### src/rtl/rst_set_release_seq_pkg.sv
// rtl/rst_set_release_seq_pkg.sv - shared types and helpers for the reset/set release sequencer
package rst_set_release_seq_pkg;

  typedef enum logic [2:0] {
    SYNC,
    HOLD,
    RELEASE,
    RUN,
    PULSE
  } state_e;

  // Counters only ever reach max_count, so they need room for 0..max_count.
  function automatic int cnt_width(input int max_count);
    return (max_count < 1) ? 1 : $clog2(max_count + 1);
  endfunction

  function automatic int max3(input int a, input int b, input int c);
    int m;
    m = (a > b) ? a : b;
    return (m > c) ? m : c;
  endfunction

  function automatic bit params_ok(input int n_ch, input int sync_stages,
                                   input int hold_cycles, input int pulse_cycles,
                                   input int stagger);
    return (n_ch >= 1) && (sync_stages >= 2) && (hold_cycles >= 1) &&
           (pulse_cycles >= 1) && (stagger >= 0);
  endfunction

endpackage

### src/rtl/rst_set_release_seq_sync_chain.sv
// rtl/rst_set_release_seq_sync_chain.sv - async-assert / sync-deassert reset synchroniser
module rst_sync_chain #(
  parameter int STAGES = 2
) (
  input  logic clk,
  input  logic rst,
  output logic sync_o
);

  logic [STAGES-1:0] chain_q;
  logic [STAGES-1:0] chain_d;

  always_comb begin
    chain_d = {chain_q[STAGES-2:0], 1'b1};
  end

  always_ff @(posedge clk or posedge rst) begin
    if (rst) begin
      chain_q <= '0;
    end else begin
      chain_q <= chain_d;
    end
  end

  assign sync_o = chain_q[STAGES-1];

endmodule

### src/rtl/rst_set_release_seq.sv
// rtl/rst_set_release_seq.sv - staggered synchronous release of RN/SETN pins with software re-init
module rst_set_release_seq
  import rst_set_release_seq_pkg::*;
#(
  parameter int              N_CH         = 4,
  parameter int              SYNC_STAGES  = 2,
  parameter int              HOLD_CYCLES  = 8,
  parameter int              STAGGER      = 1,
  parameter int              PULSE_CYCLES = 4,
  parameter logic [N_CH-1:0] INIT_SET     = '0
) (
  input  logic            CLK,
  input  logic            RST,
  input  logic            SW_REQ,
  output logic            SW_ACK,
  output logic            READY,
  output logic [N_CH-1:0] RN_O,
  output logic [N_CH-1:0] SETN_O
);

  localparam int CNT_W = cnt_width(max3(HOLD_CYCLES, PULSE_CYCLES, STAGGER));
  localparam int IDX_W = cnt_width(N_CH);

  generate
    if (!params_ok(N_CH, SYNC_STAGES, HOLD_CYCLES, PULSE_CYCLES, STAGGER)) begin : g_bad_params
      $error("rst_set_release_seq: illegal parameter combination");
    end
  endgenerate

  state_e            state_q, state_d;
  logic [CNT_W-1:0]  cnt_q, cnt_d;
  logic [IDX_W-1:0]  idx_q, idx_d;
  logic [N_CH-1:0]   rn_q, rn_d;
  logic [N_CH-1:0]   setn_q, setn_d;
  logic              ready_q, ready_d;
  logic              ack_q, ack_d;
  logic              swp_q, swp_d;
  logic              sync_done;
  logic              rel_now;

  rst_sync_chain #(
    .STAGES(SYNC_STAGES)
  ) u_sync (
    .clk    (CLK),
    .rst    (RST),
    .sync_o (sync_done)
  );

  // The edge that leaves SYNC already counts as the first hold edge, so the
  // first release lands exactly SYNC_STAGES + HOLD_CYCLES edges after reset.
  always_comb begin
    state_d = state_q;
    cnt_d   = cnt_q;
    idx_d   = idx_q;
    rn_d    = rn_q;
    setn_d  = setn_q;
    ready_d = ready_q;
    ack_d   = 1'b0;
    swp_d   = swp_q;
    rel_now = 1'b0;

    case (state_q)
      SYNC: begin
        if (sync_done) begin
          if (HOLD_CYCLES <= 1) begin
            rel_now = 1'b1;
          end else begin
            state_d = HOLD;
            cnt_d   = CNT_W'(1);
          end
        end
      end
      HOLD: begin
        if (int'(cnt_q) + 1 >= HOLD_CYCLES) begin
          rel_now = 1'b1;
        end else begin
          cnt_d = cnt_q + 1'b1;
        end
      end
      RELEASE: begin
        if (idx_q == IDX_W'(N_CH)) begin
          state_d = RUN;
          ready_d = 1'b1;
          ack_d   = swp_q;
          swp_d   = 1'b0;
        end else if (int'(cnt_q) + 1 >= STAGGER) begin
          rel_now = 1'b1;
        end else begin
          cnt_d = cnt_q + 1'b1;
        end
      end
      RUN: begin
        if (SW_REQ) begin
          state_d = PULSE;
          cnt_d   = '0;
          idx_d   = '0;
          rn_d    = INIT_SET;
          setn_d  = ~INIT_SET;
          ready_d = 1'b0;
          swp_d   = 1'b1;
        end
      end
      PULSE: begin
        if (int'(cnt_q) + 1 >= PULSE_CYCLES) begin
          state_d = HOLD;
          cnt_d   = '0;
        end else begin
          cnt_d = cnt_q + 1'b1;
        end
      end
      default: begin
        state_d = SYNC;
        cnt_d   = '0;
        idx_d   = '0;
        rn_d    = INIT_SET;
        setn_d  = ~INIT_SET;
        ready_d = 1'b0;
        swp_d   = 1'b0;
      end
    endcase

    // With STAGGER == 0 every channel goes at once and the index jumps to the end.
    if (rel_now) begin
      state_d = RELEASE;
      cnt_d   = '0;
      for (int i = 0; i < N_CH; i++) begin
        if ((STAGGER == 0) || (IDX_W'(i) == idx_q)) begin
          rn_d[i]   = 1'b1;
          setn_d[i] = 1'b1;
        end
      end
      idx_d = (STAGGER == 0) ? IDX_W'(N_CH) : idx_q + 1'b1;
    end
  end

  always_ff @(posedge CLK or posedge RST) begin
    if (RST) begin
      state_q <= SYNC;
      cnt_q   <= '0;
      idx_q   <= '0;
      rn_q    <= INIT_SET;
      setn_q  <= ~INIT_SET;
      ready_q <= 1'b0;
      ack_q   <= 1'b0;
      swp_q   <= 1'b0;
    end else begin
      state_q <= state_d;
      cnt_q   <= cnt_d;
      idx_q   <= idx_d;
      rn_q    <= rn_d;
      setn_q  <= setn_d;
      ready_q <= ready_d;
      ack_q   <= ack_d;
      swp_q   <= swp_d;
    end
  end

  assign RN_O   = rn_q;
  assign SETN_O = setn_q;
  assign READY  = ready_q;
  assign SW_ACK = ack_q;

endmodule

### config.mk
export PLATFORM = sky130hd
export DESIGN_NAME = rst_set_release_seq
export DESIGN_NICKNAME = d
export VERILOG_FILES = /design/src/rtl/rst_set_release_seq_pkg.sv /design/src/rtl/rst_set_release_seq_sync_chain.sv /design/src/rtl/rst_set_release_seq.sv
export SDC_FILE = /design/constraint.sdc
export NUM_CORES = 1
export LEC_CHECK = 0
export CORE_MARGIN = 8
export CORE_UTILIZATION = 50
export CTS_BUF_LIST = sky130_fd_sc_hd__clkbuf_4
export CTS_CLUSTER_SIZE = 10
export DETAILED_ROUTE_END_ITERATION = 8
export PLACE_DENSITY = 0.72
export SYNTH_ARGS = -nofsm -noshare
export SYNTH_HDL_FRONTEND = slang
export SYNTH_SLANG_ARGS = --single-unit
### constraint.sdc
create_clock -name CLK -period 2.6 [get_ports CLK]
set_clock_uncertainty 0.15 [all_clocks]
set_input_delay 0.26 -clock CLK [delete_from_list [all_inputs] [get_ports CLK]]
set_output_delay 0.26 -clock CLK [all_outputs]
set_load 0.02 [all_outputs]
Yosys cells after proc, flatten, opt, wreduce, memory -nomap -nowiden
Index checks and enable logic that the tools add are counted.

storage, ports and cells
  register bits = 23
  output and inout bits = 10
  logic and storage cells = 86

operators by class
  $add $sub $neg = 3
  magnitude comparators = 3
  equal/unequal tests = 19
  muxes and demuxes = 43
  bitwise operators = 1
  reductions and logical operators = 8

operators with widths
  operator               number
  $mux W4                11
  $ge A32 B2 Y1 const B  1
  $ge A32 B5 Y1 const B  1
  $mux W3                7
  $pmux W4 S5            1
  $ne A3 B3 Y1 const B   6
  $mux W1                17
  $pmux W4 S2            2
  $pmux W3 S5            1
  $reduce_and A5 Y1      2
  $eq A2 B3 Y1 const A   2
  $eq A3 B2 Y1 const B   2
  $eq A3 B3 Y1 const B   2
  $logic_not A3 Y1       2
  $ne A2 B2 Y1 const B   3
  $pmux W1 S3            2
  $pmux W3 S2            1
  $add A4 B1 Y5 const B  1
  $ge A5 B3 Y1 const B   1
  $add A4 B1 Y4 const B  1
  $reduce_or A4 Y1       1
  $add A3 B1 Y3 const B  1
  $eq A1 B3 Y1 const A   1
  $eq A3 B1 Y1 const B   1
  other kinds (7)        7

Logic depth before layout (Yosys ltp)
Gate-level depths: netlist of the first run.

  depth in word-level cells = 7
  mapped depth = 8
  mapped depth without buffers = 7

Modules after synthesis
A second synthesis of the first run with hierarchy kept.

second synthesis, totals
  cell total of the unflattened synthesis = 115
  area total of the unflattened synthesis = 1249.9 µm²

by module, submodules not included
  module               times used  cells each  area each (µm²)  seq. area each (µm²)
  rst_set_release_seq  1           111         1192.4           530.5
  rst_sync_chain       1           4           57.6             50.0

Worst setup path before layout of the first run
Ideal clock, no wire load.

  kind = register to register
  start point = register cnt_q[0]
  end point = register setn_q[0] (netlist: SETN_O[0])
  library setup time = 0.082 ns
  arrival time = 1.793 ns
  data required time = 2.368 ns
  slack = 0.575 ns
  stages on the path, launching flop included = 8
  buffers on the path = 1
  cell sequence = dfrtp_1 -> ha_1 -> nand2b_1 -> mux2_4 -> a31o_1 -> and2_1 -> buf_6 -> a211o_1

between the ends
  word-level cells in the longest chain between the ends = 6
  elaborated cells on any way between the ends = 8
  classes of those cells = add/sub (1); order compare (2); mux (5)

RTL lines
  element                   line                                                  source
  start: declaration        rst_set_release_seq.sv:31                             logic [CNT_W-1:0] cnt_q, cnt_d;
  start signal: assignment  rst_set_release_seq.sv:148                            cnt_q <= cnt_d;
  $add A4 B1 Y5 *           rst_set_release_seq.sv:74, rst_set_release_seq.sv:86
  $ge A32 B2 Y1             rst_set_release_seq.sv:86                             end else if (int'(cnt_q) + 1 >= STAGGER) begin
  $mux W1                   rst_set_release_seq.sv:86
  $mux W1                   rst_set_release_seq.sv:81                             if (idx_q == IDX_W'(N_CH)) begin
  $pmux W1 S2 *             rst_set_release_seq.sv:62                             case (state_q)
  $mux W4 *                 rst_set_release_seq.sv:123                            if (rel_now) begin
  named net setn_d[0]       rst_set_release_seq.sv:34                             logic [N_CH-1:0] setn_q, setn_d;
  end signal: assignment    rst_set_release_seq.sv:142                            setn_q <= ~INIT_SET;
  end signal: assignment    rst_set_release_seq.sv:151                            setn_q <= setn_d;
  end: declaration          rst_set_release_seq.sv:34

Mark *: on every way through the listed nets, which the timed path passes. The rest lies on a longest branch.
A chain may end at the register's enable or synchronous reset.

Worst setup path in the final report of the first run
Ends and elaborated chain as after synthesis.

==> flow_summary.ini, run 1 <==
[timing]
period_share_pct = 88.9
rsz0062_at_grt = no
setup_viol = 0
tightest_slew_ns = 0.845
max_freq_mhz = 432
setup_tns_ns = 0
maxSlewHeadroom_pct = 43.6
setup_ws_ns = 0.288
hold_viol_final = 0
layout_min_cycle_time_ns = 2.31
maxSlewViolCount = 0

[critical_path]
max_stage_delay_ns = 0.45
critPathRequiredTime_ns = 2.69
crit_fanout = 11
end_kind = flop
worstPathArrival_ns = 2.41
path_cells = ha_1 -> nand2b_1 -> mux2_4 -> a31o_1 -> and2_1 -> a211o_1
cp_slowest_cell = dfrtp_1
critPathLaunchType = flop
crit_type = flop to flop

[floorplanning]
pin_count = 13
start_util_pct = 50.9
die_h_um = 65.3
row_count = 18
die_width_um = 65.3
die-area_um2 = 4260
coreArea_um2 = 2390

[clocking]
htreeDepth = 1
clk_latency_ns = 0.30
cts_resized = 0
cts_root_buf = clkbuf_4
post_cts_buffers = 0
max-clock-path-buffers = 2
clk_pin_slew_ns = 0.12
numCtsBuffers = 3
clock-sinks = 23
cts_hold_buf = 0
tritoncts = built

[finish]
syn_to_final_growth_pct = 14.2
final_cell_mix = 19 x dfrtp_1, 12 x clkdlybuf4s50_1, 8 x inv_1, 8 x o21ai_0, 7 x ha_1
design_area_um2 = 1390
fin_nets = 139
layout_commonest_cell = dfrtp_1
diodes = 0
drive_gt1_share_pct = 11.7

[synthesis]
synth_seq_cells = 23
syn_nets = 126
async_flop_share_pct = 100
netlist_instances = 116
ys_seq_area_share_pct = 47.8
avgSynthCellArea_um2 = 10.5
yosys.area.top_type = dfrtp_1
ys_warn_count = 0
synth.area.top_cells = dfrtp_1 39%, dfstp_2 8.7%, ha_1 7.2%
synth_top_area_share_pct = 39.1
synthFlopType = dfrtp_1
netlist_area_um2 = 1210
synth-edff-count = 0
synth.distinct_cells = 40

[global_route]
grt_usage_pct = 12.0
grt.overflow.total = 0
grt_pass1_vias = 900
grt_start_max_net_pins = 24
antenna_found_initial = 0
grt_first_pass_wirelength_um = 4080

[detailed_routing]
dr_total_vias = 891
drt_iter0_markers = 29
dr.pass1.iters = 4
drc = 0
vias_per_cell = 5.64
wl_per_cell_um = 15.0
wirelength_um = 2380
ant_nets = 0

[power]
p_leak_nw = 0.637
vdd_ir_drop_max_mv = 0.594
powerDensity_nw_per_um2 = 948

[placement]
placement.io_buffers = 12
dp_hpwl_um = 1720
dp_slack_ns = 0.321
globalplace.congestion = 0.866
place_area_um2 = 1360

[min_path]
hold_class = flop to flop

[run_status]
outcome = finished, final reports clean

[job]
drv_cap = 0
==> final timing paths <==
path | cells after the start | slack [ns] | endpoint | start
setup / recovery | 6 | 0.29 | SETN_O[0] | cnt_q[0]
hold / removal | 0 | 0.23 | u_sync.chain_q[1] | u_sync.chain_q[0]
setup reg to reg | 6 | 0.29 | SETN_O[0] | cnt_q[0]
hold reg to reg | 0 | 0.23 | u_sync.chain_q[1] | u_sync.chain_q[0]
max in group asynchronous | 2 | 1.52 | SW_ACK | RST
min in group asynchronous | 2 | 0.26 | u_sync.chain_q[0] | RST
==> synth_stat cells (2+ instances only) <==
library cell,n
nand2_1,5
a21o_1,3
o21a_1,2
o22ai_1,2
nor3_1,2
dfstp_2,4
a21oi_1,5
nand2b_1,3
o21ai_0,8
a22o_1,5
clkbuf_1,3
nor4b_1,2
dfrtp_1,19
inv_1,8
ha_1,7
nor4_1,2
and3_1,2
and2_1,2
a211o_1,4
buf_2,3
nor2_1,6
==> metal layers <==
metal | track usage, % | up-vias | share of wire (%)
li1 | - | 442 | -
met1 | 12.9 | 438 | 44
met2 | 21.0 | 9 | 50
met3 | 3.74 | 2 | 4.8
met4 | 5.72 | 0 | 0.80
met5 | 0 | - | 0
==> power breakdown <==
| part | leakage [nW] | switching [mW] | internal [mW] |
|---|---|---|---|
| Combinational | 0.331 | 0.321 | 0.271 |
| Sequential | 0.288 | 0.102 | 0.448 |
| Clock | 0.0184 | 0.102 | 0.0702 |
| Total | 0.637 | 0.526 | 0.789 |
==> cells by family (layout without fill, tap and decap cells) <==
group | Yosys count | count (layout) | synth area share [%]
simple gates | 31 | 31 | 15.3
compound gates | 37 | 37 | 21.7
buf+inv | 15 | 27 | 5.56
fa+ha+maj | 7 | 7 | 7.21
other cells | 1 | 1 | 0.309
mux | 2 | 2 | 2.06
flops | 23 | 23 | 47.8
==> registers in the layout (all words and copies together), names as in the netlist <==
signal,cells
SW_ACK,1
SETN_O,4
idx_q,3
swp_q,1
cnt_q,4
RN_O,4
u_sync.chain_q,2
READY,1
state_q,3
==> per-stage QoR <==
step           hold WS [ns]  power (mW)  instances  util, %
2_1_floorplan         0.109       0.970        116        -
3_3_place_gp          0.184        1.13        154     56.9
3_5_place_dp          0.200        1.15        154     56.9
4_1_cts               0.229        1.32        158     58.1
5_1_grt               0.253        1.43        158     58.1
6_report              0.231        1.31        158     58.1
==> worst max-delay path, delay by kind of cell (launching register included) <==
kind	cells	cell delay, ns
adders and majority gates	1	0.30
and+or+nand+nor	2	0.44
AOI/OAI and AO/OA	2	0.65
DFF	1	0.45
muxes	1	0.27
==> layout make-up <==
type	instances	area (um^2)
Clock buffer	4	30.0
Fill cell	214	1000
Inverter	8	30.0
Multi-Input combinational cell	78	567
Sequential cell	23	581
Tap cell	30	37.5
Timing Repair Buffer	15	143
No activity file was read; power rests on OpenSTA's default activity.
==> run 2, diff against run 1 <==
Settings changed: SYNTH_HIERARCHICAL from default to 1.
==> flow_summary.ini, run 2 <==
[run_status]
outcome = finished, final reports clean

[placement]
dp_hpwl_um = 2030
globalplace.congestion = 0.851
placement.io_buffers = 12

[global_route]
antenna_found_initial = 0
grt_first_pass_wirelength_um = 4550
grt_start_max_net_pins = 22
grt.overflow.total = 0
grt_usage_pct = 13.2
grt_pass1_vias = 1001

[finish]
multi_input_area_um2 = 604
drive_gt1_share_pct = 15.9
fin_util_pct = 60.0
diodes = 0
layout_commonest_cell = dfrtp_1
syn_to_final_growth_pct = 16.7
final_cell_mix = 19 x dfrtp_1, 13 x inv_1, 12 x clkdlybuf4s50_1
nFillCells = 214
fin_nets = 143
seq_area_um2 = 581

[timing]
tightest_slew_ns = 0.786
maxSlewHeadroom_pct = 47.5
layout_min_cycle_time_ns = 2.32
period_share_pct = 89.1
whs_ns = 0.249
setup_viol = 0
maxSlewViolCount = 0
rsz0062_at_grt = no
max_freq_mhz = 432
hold_viol_final = 0
setup_tns_ns = 0

[critical_path]
regToRegEndpoint = SETN_O[1]
crit_fanout = 6
critPathRequiredTime_ns = 2.70
crit_start = cnt_q[0]
worstPathArrival_ns = 2.42
reg2reg_from = cnt_q[0]
r2r_setup_slack_ns = 0.28
crit_end = SETN_O[1]
end_kind = flop
crit_type = flop to flop
reg2regPathDepth = 6
critPathLaunchType = flop

[clocking]
tritoncts = built
cts_resized = 0
clock-sinks = 23
htreeDepth = 1
numCtsBuffers = 3
cts_root_buf = clkbuf_4
clk_pin_slew_ns = 0.13
clk_latency_ns = 0.31
max-clock-path-buffers = 2

[synthesis]
netlist_instances = 115
synth-edff-count = 0
yosysMostFrequentCell = dfrtp_1
yosys.area.top_type = dfrtp_1
synth_seq_cells = 23
synth_commonest_cells = 19 x dfrtp_1, 13 x inv_1, 8 x nand2_1, 8 x nor2_1
synth.area.top_cells = dfrtp_1 38%, dfstp_2 8.4%, ha_1 7.0%
syn_nets = 125
synthFlopType = dfrtp_1
ys_seq_area_share_pct = 46.4
synth_top_area_share_pct = 38.0
async_flop_share_pct = 100
avgSynthCellArea_um2 = 10.9
netlist_area_um2 = 1250
synth.distinct_cells = 43
ys_warn_count = 6

[detailed_routing]
dr.pass1.iters = 4
wirelength_um = 2610
wl_per_cell_um = 16.1
vias_per_cell = 5.86
ant_nets = 0
drc = 0
drt_iter0_markers = 48
dr_total_vias = 950

[floorplanning]
start_util_pct = 51.4
die_h_um = 66
row_count = 18
die-area_um2 = 4360
die_width_um = 66
coreArea_um2 = 2430
pin_count = 13

[power]
powerDensity_nw_per_um2 = 1040
p_leak_nw = 0.674
vdd_ir_drop_max_mv = 0.595

[job]
drv_cap = 0

[min_path]
hold_class = flop to flop
==> run 2: cells by family after synthesis <==
family	Yosys count	share of synthesized area, %
buf+inv	17	5.21
flops	23	46.4
fa+ha+maj	7	7.01
other cells	1	0.300
mux	3	2.50
simple gates	28	11.9
xor+xnor	1	0.701
compound gates	35	25.9
==> run 2: report_power, final <==
group / internal [mW] / leakage [nW] / switching [mW]
clock network: 0.0575 / 0.0177 / 0.110
registers: 0.472 / 0.288 / 0.0868
logic: 0.346 / 0.368 / 0.445
==> run 2: how the worst min path moves through the flow <==
stage / end / slack [ns] / start / cells after the start
after floorplan: u_sync/chain_q[0] / -0.15 / RST / 1
after global placement: u_sync/chain_q[1] / 0.19 / u_sync/chain_q[0] / 0
after detailed placement: u_sync/chain_q[1] / 0.21 / u_sync/chain_q[0] / 0
after CTS: u_sync/chain_q[1] / 0.24 / u_sync/chain_q[0] / 0
after global routing: u_sync/chain_q[1] / 0.26 / u_sync/chain_q[0] / 0
final: u_sync/chain_q[1] / 0.25 / u_sync/chain_q[0] / 0
==> run 2: area by class of cell <==
cell class              count  share of cell area, %
multi-input cells          75                   41.4
repair buffers             17                   11.0
clock inverters             1                  0.343
clock buffers               3                   1.54
well taps                  30                   2.57
inverters                  13                   3.34
flip-flops and latches     23                   39.8
==> run 2: critical path, stage by stage, from the launching register on <==
cell      delay [ns]
dfrtp_1         0.48
ha_1            0.31
nand2b_1        0.22
o41ai_4         0.35
o32ai_2         0.15
and2_0          0.27
a211o_1         0.33
==> run 2: per-layer routing <==
metal	track usage (%)	part of all wire, %	vias to the layer above
met3	3.05	5.2	8
met1	14.1	42	464
met2	23.1	51	28
met4	7.47	2.2	0
li1	-	-	450
met5	0	0	-
==> run 2: timing repair <==
action	CTS	global route
hold endpoints to repair	2	0
hold buffers	1	0
setup buffers	0	0
==> run 2: stage by stage <==
step	total power, mW	setup slack [ns]	cell area, um^2	std cells
finish	1.52	0.284	1460	162
global route	1.62	0.181	1460	162
CTS	1.53	0.312	1460	162
detailed placement	1.36	0.330	1420	157
global placement	1.33	0.443	1420	157
floorplan	1.12	0.447	1250	115
==> run 3, diff against run 2 <==
Settings changed: CTS_CLUSTER_DIAMETER from default to 30, PLACE_DENSITY 0.72 to 0.69.
==> flow_summary.ini, run 3 (synthesis results as in run 2) <==
[run_status]
outcome = finished, final reports clean

[clocking]
clock-sinks = 23
clk_latency_ns = 0.31
clk_pin_slew_ns = 0.13
tritoncts = built
post_cts_buffers = 0
numCtsBuffers = 3
cts_root_buf = clkbuf_4
cts_resized = 0
htreeDepth = 1
max-clock-path-buffers = 2

[critical_path]
reg2regPathDepth = 6
crit_type = flop to flop
worst-path-buf-inv = 0
crit_end = SETN_O[1]
cp_slowest_cell = dfrtp_1
r2r_setup_slack_ns = 0.24
reg2reg_from = cnt_q[0]
critPathRequiredTime_ns = 2.71
critPathLaunchType = flop
crit_fanout = 8
max_stage_delay_ns = 0.48
worstPathArrival_ns = 2.47
regToRegEndpoint = SETN_O[1]
critPathTopFamily = compound AO/OA/AOI/OAI gates
path_depth = 6
end_kind = flop
crit_start = cnt_q[0]
path_cells = ha_1 -> nand2b_1 -> o41ai_4 -> o32ai_2 -> and2_0 -> a211o_1

[timing]
maxSlewHeadroom_pct = 47.0
period_share_pct = 90.8
rsz0062_at_grt = no
maxSlewViolCount = 0
whs_ns = 0.216
max_freq_mhz = 423
setup_viol = 0
setup_tns_ns = 0
tightest_slew_ns = 0.795
hold_viol_final = 0
layout_min_cycle_time_ns = 2.36

[detailed_routing]
top_layer = met4
dr.pass1.iters = 4
dr_total_vias = 916
routedLengthMet1_um = 1100
wl_per_cell_um = 15.2
vias_per_cell = 5.69
wirelength_um = 2450
ant_nets = 0
drt_iter0_markers = 29
drc = 0
dr_wl_met2_um = 1180
wl_met3_um = 137

[global_route]
grt.overflow.total = 0
grt_usage_pct = 12.1
grt_pass1_vias = 897
grt_start_max_net_pins = 22
grt_first_pass_wirelength_um = 4130
antenna_found_initial = 0

[power]
swShare_pct = 42.0
power.internal_mw = 0.869
p_leak_nw = 0.669
p_sw_mw = 0.629
clkPwrFrac_pct = 11.3
vdd_ir_drop_max_mv = 0.608
powerDensity_nw_per_um2 = 1030
p_seq_share_pct = 37.0
pwr-share-comb_pct = 51.6

[placement]
placed_cells = 156
dp_hpwl_um = 1860
globalplace.congestion = 0.813
placement.io_buffers = 12

[floorplanning]
die_h_um = 66
coreArea_um2 = 2430
die-area_um2 = 4360
start_util_pct = 51.4
row_count = 18
die_width_um = 66
pin_count = 13

[finish]
layoutNonFillerInstCount = 161
nFillCells = 224
syn_to_final_growth_pct = 16.1
layout_commonest_cell = dfrtp_1
diodes = 0
drive_gt1_share_pct = 15.3
final_cell_mix = 19 x dfrtp_1, 13 x inv_1, 12 x clkdlybuf4s50_1
fin_nets = 142

[job]
drv_cap = 0

[min_path]
hold_class = flop to flop
run 3: cell types whose count changed in the layout (fill, tap and decap cells not counted), sizes merged:
cell	previous run	this run
buf	4	3
run 3: worst min-delay path by stage:
| stage | start | endpoint | slack (ns) | cells past startpoint |
|---|---|---|---|---|
| 6_report | u_sync/chain_q[0] | u_sync/chain_q[1] | 0.22 | 0 |
| 5_1_grt | u_sync/chain_q[0] | u_sync/chain_q[1] | 0.23 | 0 |
| 4_1_cts | u_sync/chain_q[0] | u_sync/chain_q[1] | 0.22 | 0 |
| 3_3_place_gp | u_sync/chain_q[0] | u_sync/chain_q[1] | 0.19 | 0 |
| 3_5_place_dp | u_sync/chain_q[0] | u_sync/chain_q[1] | 0.19 | 0 |
| 2_1_floorplan | RST | u_sync/chain_q[0] | -0.15 | 1 |
run 3: metal layers:
| layer | track usage, % | up-vias |
|---|---|---|
| met4 | 4.80 | 0 |
| met2 | 21.0 | 20 |
| met5 | 0 | - |
| met1 | 13.7 | 445 |
| met3 | 3.22 | 4 |
| li1 | - | 447 |
run 3: stage by stage:
| step | total power [mW] | worst slack (ns) | cell area (um^2) | utilization [%] |
|---|---|---|---|---|
| floorplan | 1.12 | 0.447 | 1250 | - |
| global placement | 1.32 | 0.310 | 1410 | 58.1 |
| detailed placement | 1.34 | 0.265 | 1410 | 58.1 |
| CTS | 1.52 | 0.226 | 1450 | 59.7 |
| global route | 1.61 | 0.128 | 1450 | 59.7 |
| finish | 1.50 | 0.239 | 1450 | 59.7 |
run 3: what timing repair did:
| action | 4_1_cts | 5_1_grt |
|---|---|---|
| hold buffers | 1 | 0 |
| hold endpoints to repair | 2 | 0 |
| setup endpoints to repair | 0 | 0 |
run 3: power by group through the flow:
stage | clock (mW) | combinational [mW] | sequential (mW)
floorplan | 0 | 0.509 | 0.607
global placement | 0 | 0.763 | 0.559
detailed placement | 0 | 0.775 | 0.564
CTS | 0.181 | 0.780 | 0.556
global route | 0.191 | 0.847 | 0.570
finish | 0.170 | 0.773 | 0.555
run 3: layout make-up:
cell class	count	area [um^2]	area share (%)
Inverter	13	48.8	3.36
Timing Repair Buffer	16	153	10.5
Multi-Input combinational cell	75	604	41.6
Clock inverter	1	5.00	0.345
Tap cell	30	37.5	2.59
Clock buffer	3	22.5	1.55
Sequential cell	23	581	40.0
